`src/rtl/cordic_pipe_stage_bank.sv`:
```
// -----------------------------------------------------------------------------
// cordic_pipe_stage_bank
//
// Elastic register bank that carries CHANNELS lock-stepped words of WIDTH bits
// through DEPTH stages. It sits between CORDIC iteration stages. A valid/ready
// handshake moves the words. Empty stages always accept, so bubbles close up
// while downstream is stalled. A synchronous clear drops every beat in the
// bank.
//
// Ports
//   clk        rising-edge clock
//   reset      asynchronous, active-low; empties the bank and zeroes the data
//   clear      synchronous flush, active-high; overrides all other inputs
//   in_valid   an input beat is present
//   in_ready   the bank takes the input beat this cycle
//   in_data    CHANNELS*WIDTH bits; channel c is in_data[c*WIDTH +: WIDTH]
//   out_valid  an output beat is present (last stage holds a beat)
//   out_ready  downstream takes the output beat
//   out_data   last-stage data, packed the same way as in_data
//   occupancy  number of stages that currently hold a beat, 0..DEPTH
// -----------------------------------------------------------------------------
module cordic_pipe_stage_bank #(
  parameter int WIDTH    = 16,
  parameter int CHANNELS = 2,
  parameter int DEPTH    = 4
) (
  input  logic                          clk,
  input  logic                          reset,
  input  logic                          clear,
  input  logic                          in_valid,
  output logic                          in_ready,
  input  logic [CHANNELS*WIDTH-1:0]     in_data,
  output logic                          out_valid,
  input  logic                          out_ready,
  output logic [CHANNELS*WIDTH-1:0]     out_data,
  output logic [$clog2(DEPTH+1)-1:0]    occupancy
);

  localparam int DW    = CHANNELS * WIDTH;
  localparam int OCC_W = $clog2(DEPTH + 1);

  logic [DEPTH-1:0] v;           // stage holds a beat
  logic [DW-1:0]    d [DEPTH];   // stage data, all channels together
  logic [DEPTH-1:0] rdy;         // stage can take a beat on the next edge
  logic [DEPTH-1:0] src_v;       // valid arriving at each stage
  logic [DW-1:0]    src_d [DEPTH];
  logic             in_fire;

  // A stage is ready when it is empty or the stage after it is ready. The
  // last stage is ready when it is empty or downstream is ready. This folds
  // to: stage i is ready if out_ready is high or any stage i..DEPTH-1 is
  // empty. The loop runs from the output end and keeps a running OR, so
  // rdy never feeds back into itself.
  always_comb begin
    logic acc;
    // NOTE: in always_comb every target gets a value on every path, and
    // temporaries use blocking '='. Otherwise a latch is inferred or the
    // value from the previous iteration leaks through.
    rdy = '0;
    acc = out_ready;
    for (int i = DEPTH - 1; i >= 0; i--) begin
      acc    = acc | ~v[i];
      rdy[i] = acc;
    end
  end

  assign in_ready  = rdy[0] & ~clear;
  assign out_valid = v[DEPTH-1] & ~clear;
  assign out_data  = d[DEPTH-1];
  assign in_fire   = in_valid & in_ready;

  // Source of each stage: the input port for stage 0, the previous stage
  // for every other stage.
  always_comb begin
    src_v[0] = in_fire;
    src_d[0] = in_data;
    for (int i = 1; i < DEPTH; i++) begin
      src_v[i] = v[i-1];
      src_d[i] = d[i-1];
    end
  end

  // Valid chain. clear empties the bank in one edge. A ready stage takes the
  // valid bit from upstream. A stalled stage keeps its own valid bit.
  always_ff @(posedge clk or negedge reset) begin
    if (!reset) begin
      v <= '0;
    end else if (clear) begin
      v <= '0;
    end else begin
      for (int i = 0; i < DEPTH; i++) begin
        if (rdy[i]) v[i] <= src_v[i];
      end
    end
  end

  // Data chain. A stage loads only when it is ready and a real beat arrives.
  // Empty stages, stalled stages and flushed stages keep their old contents.
  always_ff @(posedge clk or negedge reset) begin
    if (!reset) begin
      // NOTE: the data array is reset on purpose, even though that costs a
      // reset net on every data flop. out_data must read zero during reset.
      for (int i = 0; i < DEPTH; i++) d[i] <= '0;
    end else if (!clear) begin
      for (int i = 0; i < DEPTH; i++) begin
        if (rdy[i] && src_v[i]) d[i] <= src_d[i];
      end
    end
  end

  // Occupancy is the number of valid stages right now. It does not look
  // ahead to the next edge.
  always_comb begin
    occupancy = '0;
    for (int i = 0; i < DEPTH; i++) begin
      occupancy = occupancy + OCC_W'(v[i]);
    end
  end

endmodule

```
`config.mk`:
```
export PLATFORM = sky130hd
export DESIGN_NAME = cordic_pipe_stage_bank
export DESIGN_NICKNAME = d
export VERILOG_FILES = /design/src/rtl/cordic_pipe_stage_bank.sv
export SDC_FILE = /design/constraint.sdc
export NUM_CORES = 1
export LEC_CHECK = 0
export ABC_AREA = 1
export CAP_MARGIN = 20
export CORE_AREA = 4 4 117 97
export CTS_CLUSTER_DIAMETER = 100
export DETAILED_ROUTE_END_ITERATION = 6
export DIE_AREA = 0 0 121 101
export HOLD_SLACK_MARGIN = 0.1
export MAX_ROUTING_LAYER = met4
export PLACE_DENSITY = 0.78
export SLEW_MARGIN = 15
export SYNTH_ARGS = -nofsm -noshare
export SYNTH_HDL_FRONTEND = slang
export SYNTH_SLANG_ARGS = --single-unit
```
`constraint.sdc`:
```
create_clock -name clk -period 2.6 [get_ports clk]
set_input_delay 0.52 -clock clk [delete_from_list [all_inputs] [get_ports clk]]
set_output_delay 0.52 -clock clk [all_outputs]
set_load 0.1 [all_outputs]
```
==> flow_summary_export.csv, run 1 <==
group,metric,value,unit
setup_path,worst-setup-path-type,"reg2out",
final_layout,diodes,0,
global_routing,grt_max_degree,66,
synth,yosysWarnings,0,
drt,topRoutingLayerUsed,"met4",
clock_tree,htree_num_levels,4,
floorplan,die_y,101,microns
global_routing,grt_usage,19.6,%
setup_path,end_kind,"primary output",
clock_tree,cts_tree,"built",
drt,wl_met1,4630,microns
global_routing,grt_pass1_wl,18100,microns
global_routing,overflow,0,
pwr,p_leak,3.41,nW
drt,post_drt_wl_per_cell,13.8,microns
synth,yosysSeqAreaShare,60.6,%
drt,drc_errors,0,
drt,viasPerCell,4.89,
drt,wirelength,10600,microns
setup_path,cp.required,2080,ps
timing,setup_violations,0,
run,cap_violations,0,
final_layout,fin_util,65.9,%
drt,dr.pass1.iters,4,
setup_path,cp-startpoint,"v[0]$_DFFE_PN0P_",
synth,synth.avg_cell_area,9.51,sq um
pwr,vdd_drop_max,0.460,mV
clock_tree,clock_latency,410,ps
floorplan,ios,74,
synth,synth_area,5450,sq um
synth,synth_area_leaders,"dfrtp_1 (61%), nand2_1 (8.9%), buf_4 (5.6%)",
timing,finalHoldViolations,0,
final_layout,seq_area,3300,sq um
floorplan,core_area,10100,sq um
timing,clock_skew,5.97,ps
timing,worst_slew_pin_slew,571,ps
timing,drv_slew,0,
final_layout,final_nets,654,
drt,drt_iter0_drc,275,
pwr,power.total,0.00717,W
timing,setup_tns,0,ps
clock_tree,cts_sinks,132,
drt,num_vias,3753,
synth,syn_inst,573,
final_layout,multi_input_area,1450,sq um
placed_design,placement.io_buffers,73,
floorplan,rows,33,
floorplan,initial_utilization,53.9,%
synth,syn-num-nets,613,
global_routing,antenna_found_initial,0,
setup_path,crit_end,"occupancy[1]",
timing,max_freq,0.394,GHz
clock_tree,clockBufferDepth,2,
clock_tree,clk_pin_slew,60,ps
synth,ys_ff_latch,132,
synth,yosysTopAreaCell,"dfrtp_1",
timing,slew_headroom,61.9,%
timing,min_period,2540,ps
timing,grt_setup_unrepaired,"no",
final_layout,nFillCells,802,
outcome,status,"complete, no violations",
setup_path,max_stage_delay,540,ps
setup_path,timing.critical_path.fanout_max,2,
synth,ys_types,22,
setup_path,ff2ff_setup_slack,1020,ps
setup_path,reg2reg_depth,7,
drt,dr_wl_met2,5330,microns
setup_path,cp_data_arrival_time,2020,ps
pwr,power_density,1080,nW/um^2
setup_path,r2r_end,"d[52]$_DFFE_PN0P_",
global_routing,grt_pass1_vias,3769,
setup_path,r2r_start,"v[3]$_DFFE_PN0P_",
drt,ant_nets,0,
floorplan,die_w,121,microns
setup_path,start_kind,"register",
final_layout,area_growth,22.4,%
clock_tree,root_buffer,"clkbuf_16",
setup_path,slowest_stage,"fa_1",
timing,hold_slack,467,ps
final_layout,layout-drive-gt1-share,15.0,%
placed_design,dp_hpwl,6440,microns
placed_design,place_congestion,0.794,
synth,synth_top_area_share,60.6,%
setup_path,cpMostUsedCell,"inv_1",
setup_path,path_cells,"inv_1, fa_1, inv_1, ha_2, ha_4, buf_12",
drt,wl_met3,475,microns
floorplan,dieArea,12200,sq um
clock_tree,cts_buffers,17,
timing,fin_crit_sh,97.5,%
worst_hold_path,hold_path_class,"reg2reg",
final cells by class:
cell class | instances | area share (%)
multi-input combinational | 305 | 21.8
sequential | 132 | 49.5
tap | 140 | 2.63
inverter | 72 | 4.09
timing repair buffer | 86 | 12.8
clock inverter | 14 | 2.64
clock buffer | 18 | 6.58
placed cells by master (no fill, tap or decap), drive strengths merged, types with 5 or more instances in the layout:
cell type / Yosys / layout
nor2: 35 / 35
clkinv: 0 / 5
buf: 57 / 50
nand2: 129 / 129
inv: 72 / 76
o21ai: 66 / 66
a21oi: 34 / 34
nand3: 5 / 5
dfrtp: 132 / 132
clkdlybuf4s50: 0 / 35
nand4: 33 / 33
clkbuf: 7 / 18
cell usage after synthesis, drive strengths merged:
master,count
nand4,33
fa,1
a21oi,34
nor2,35
o21ai,66
buf,57
nand2,129
ha,2
clkbuf,7
inv,72
dfrtp,132
nand3,5
power by group:
part           total, W  switching (W)  internal, W
Combinational   0.00202        0.00156     0.000463
Clock           0.00246       0.000915      0.00155
Sequential      0.00269       0.000211      0.00248
Total           0.00717        0.00268      0.00449
how the worst min path moves through the flow:
stage	start	end	slack (ps)	depth (start not counted)
2_1_floorplan	reset	d[100]$_DFFE_PN0P_	220	0
3_3_place_gp	d[96]$_DFFE_PN0P_	d[96]$_DFFE_PN0P_	450	2
3_5_place_dp	d[99]$_DFFE_PN0P_	d[99]$_DFFE_PN0P_	460	2
4_1_cts	d[99]$_DFFE_PN0P_	d[99]$_DFFE_PN0P_	470	2
5_1_grt	d[118]$_DFFE_PN0P_	d[118]$_DFFE_PN0P_	490	2
6_report	d[99]$_DFFE_PN0P_	d[99]$_DFFE_PN0P_	470	2
sequential cells by signal, summed over array words and instances (netlist names):
register,count
out_data,32
v,4
d,96
cell families after synthesis:
kind of cell               count (synthesis)  share of synthesized area [%]
and+or+nand+nor                          202                           16.3
buffers and inverters                    136                           13.1
DFF                                      132                           60.6
AOI/OAI and AO/OA                        100                           9.18
adders and majority gates                  3                          0.826
critical path: cells and delay by family, from the launching register on:
family / cells / cell delay (ps)
adder cells (fa/ha/maj): 3 / 980
buffers and inverters: 3 / 280
flip-flops: 1 / 340
repair_timing:
item,CTS,global route
setup endpoints to repair,2,1
resized for setup,2,1
pin swaps,1,0
hold buffers,1,0
buffers inserted,2,0
endpoints found under the hold margin,3,0
per-stage QoR:
step,std cells,area (sq um),setup slack [ps]
finish,767,6670,64.5
detailed placement,732,6010,315
global placement,732,6010,365
global route,767,6670,2.77
floorplan,573,5450,45.9
CTS,767,6670,4.41
metal layers:
metal,vias up,GRT usage [%]
li1,1874,-
met1,1783,24.4
met2,80,31.2
met3,16,6.00
met4,0,5.92
met5,-,-
No activity file was read; power rests on OpenSTA's default activity.
==> run 2: changes to the inputs <==
CORE_AREA = 4 4 171 140   (was 4 4 117 97)
DIE_AREA = 0 0 175 144   (was 0 0 121 101)
PLACE_DENSITY = default   (was 0.78)
==> run 2 against run 1 <==
  * Core utilization is 35 points lower
  * Clock skew is 2.0 ps higher
  * Register-to-register slack better by 70 ps
  * Critical path depth stayed put
  * Critical path type unchanged
  * Critical endpoint unchanged
==> flow_summary_export.csv, run 2 (synthesis results as in run 1) <==
group,metric,value,unit
outcome,status,"complete, no violations",
clock_tree,clock_latency,410,ps
floorplan,ios,74,
drt,num_vias,3720,
worst_hold_path,hold_path_class,"reg2reg",
final_layout,layout_common_cells,"dfrtp_1 (132), nand2_1 (129), inv_1 (68), o21ai_0 (50), buf_4 (46)",
clock_tree,cts_tree,"built",
setup_path,cp_data_arrival_time,1990,ps
placed_design,pre_cts_ws,308,ps
pwr,p_leak,3.40,nW
setup_path,worst-setup-path-type,"reg2out",
final_layout,nFillCells,2340,
clock_tree,clk_pin_slew,60,ps
clock_tree,htree_num_levels,4,
drt,viasPerCell,3.97,
floorplan,rows,49,
final_layout,final_nets,659,
timing,max_freq,0.398,GHz
global_routing,overflow,0,
setup_path,end_kind,"primary output",
drt,drc_errors,0,
drt,ant_nets,0,
global_routing,grt_pass1_wl,19500,microns
drt,dr.pass1.iters,4,
drt,wirelength,11700,microns
timing,setup_tns,0,ps
floorplan,die_y,144,microns
worst_hold_path,hold_depth,2,
setup_path,cp_num_cells,6,
final_layout,area_growth,25.7,%
timing,slew_headroom,65.0,%
drt,drt_iter0_drc,232,
setup_path,slowest_stage,"fa_1",
timing,grt_setup_unrepaired,"no",
final_layout,layout-drive-gt1-share,15.7,%
timing,worst_slew_pin_slew,525,ps
floorplan,die_w,175,microns
final_layout,layout_commonest_cell,"dfrtp_1",
global_routing,grt_usage,10.2,%
clock_tree,clockBufferDepth,2,
pwr,vdd_drop_max,0.388,mV
timing,timing.final.ws_setup,86.3,ps
clock_tree,cts_buffers,17,
setup_path,cpMostUsedCell,"ha_4",
global_routing,grt_pass1_vias,3679,
final_layout,regMostFlops,"d",
setup_path,timing.critical_path.fanout_max,2,
final_layout,instances_no_fill,937,
placed_design,place_congestion,0.707,
setup_path,cp.required,2080,ps
placed_design,dp_hpwl,7510,microns
timing,hold_slack,469,ps
global_routing,antenna_found_initial,0,
placed_design,place_inst,899,
drt,post_drt_wl_per_cell,12.5,microns
setup_path,start_kind,"register",
clock_tree,cts_sinks,132,
setup_path,path_cells,"inv_1, fa_1, inv_2, ha_4, ha_4, buf_12",
final_layout,diodes,0,
timing,finalHoldViolations,0,
run,cap_violations,0,
floorplan,core_area,22200,sq um
clock_tree,root_buffer,"clkbuf_16",
timing,setup_violations,0,
setup_path,cp_top_family,"adder cells",
final_layout,largest_reg_flops,96,
pwr,power.total,0.00696,W
timing,min_period,2510,ps
floorplan,initial_utilization,24.6,%
floorplan,dieArea,25200,sq um
placed_design,placement.io_buffers,73,
global_routing,grt_max_degree,66,
timing,fin_crit_sh,96.7,%
setup_path,max_stage_delay,520,ps
timing,drv_slew,0,
timing,clock_skew,7.95,ps
setup_path,reg2reg_depth,7,
setup_path,crit_buf_inv,3,
pwr,power_density,1020,nW/um^2
==> run 2: changes by cell type in the layout (fill, tap and decap cells not counted), moves of 2 or more <==
| cell | change |
|---|---|
| inv_2 | +2 |
| bufinv_16 | -2 |
| buf_4 | +6 |
| inv_6 | -3 |
| inv_1 | -2 |
| clkinvlp_4 | +2 |
==> run 2: worst min-delay path, cell delays in order, from the launching register on <==
cell,delay (ps)
dfrtp_1,340
nand2_1,50
nand2_1,40
==> run 2: metrics by stage <==
| step | area (sq um) | util [%] |
|---|---|---|
| 5_1_grt | 6850 | 30.9 |
| 6_report | 6850 | 30.9 |
| 4_1_cts | 6810 | 30.7 |
| 2_1_floorplan | 5450 | - |
| 3_5_place_dp | 6210 | 28.0 |
| 3_3_place_gp | 6210 | 28.0 |
==> run 2: final cells by class <==
class / instances / area, sq um / area share (%)
Clock inverter: 11 / 105 / 1.53
Multi-Input combinational cell: 305 / 1460 / 21.3
Clock buffer: 20 / 457 / 6.66
Timing Repair Buffer: 91 / 872 / 12.7
Inverter: 72 / 273 / 3.98
Tap cell: 306 / 383 / 5.59
Sequential cell: 132 / 3300 / 48.2
==> run 2: final timing paths <==
| path | from | endpoint | slack (ps) |
|---|---|---|---|
| max | v[1]$_DFFE_PN0P_ | occupancy[1] | 90 |
| min | d[114]$_DFFE_PN0P_ | d[114]$_DFFE_PN0P_ | 470 |
| max reg2reg | v[3]$_DFFE_PN0P_ | v[0]$_DFFE_PN0P_ | 1090 |
| min reg2reg | d[114]$_DFFE_PN0P_ | d[114]$_DFFE_PN0P_ | 470 |
| max in group asynchronous | reset | d[47]$_DFFE_PN0P_ | 1310 |
| min in group asynchronous | reset | out_data[2]$_DFFE_PN0P_ | 630 |
==> run 2: timing repair <==
item	CTS	global route
pin swaps	1	2
resized for setup	2	3
hold endpoints to repair	50	0
endpoints found under the setup margin	2	1
hold buffers	1	0
setup buffers	2	4
==> run 2: per-layer routing <==
| metal | vias to the layer above | track usage, % | routed length [microns] |
|---|---|---|---|
| met5 | - | - | 0 |
| met4 | 0 | 3.47 | 145 |
| met3 | 10 | 3.37 | 520 |
| li1 | 1888 | - | - |
| met1 | 1740 | 13.2 | 5830 |
| met2 | 82 | 15.2 | 5230 |
==> run 2: where the power goes <==
part / internal (W) / switching, W
Sequential: 0.00248 / 0.000198
Clock: 0.00136 / 0.000901
Combinational: 0.000466 / 0.00155
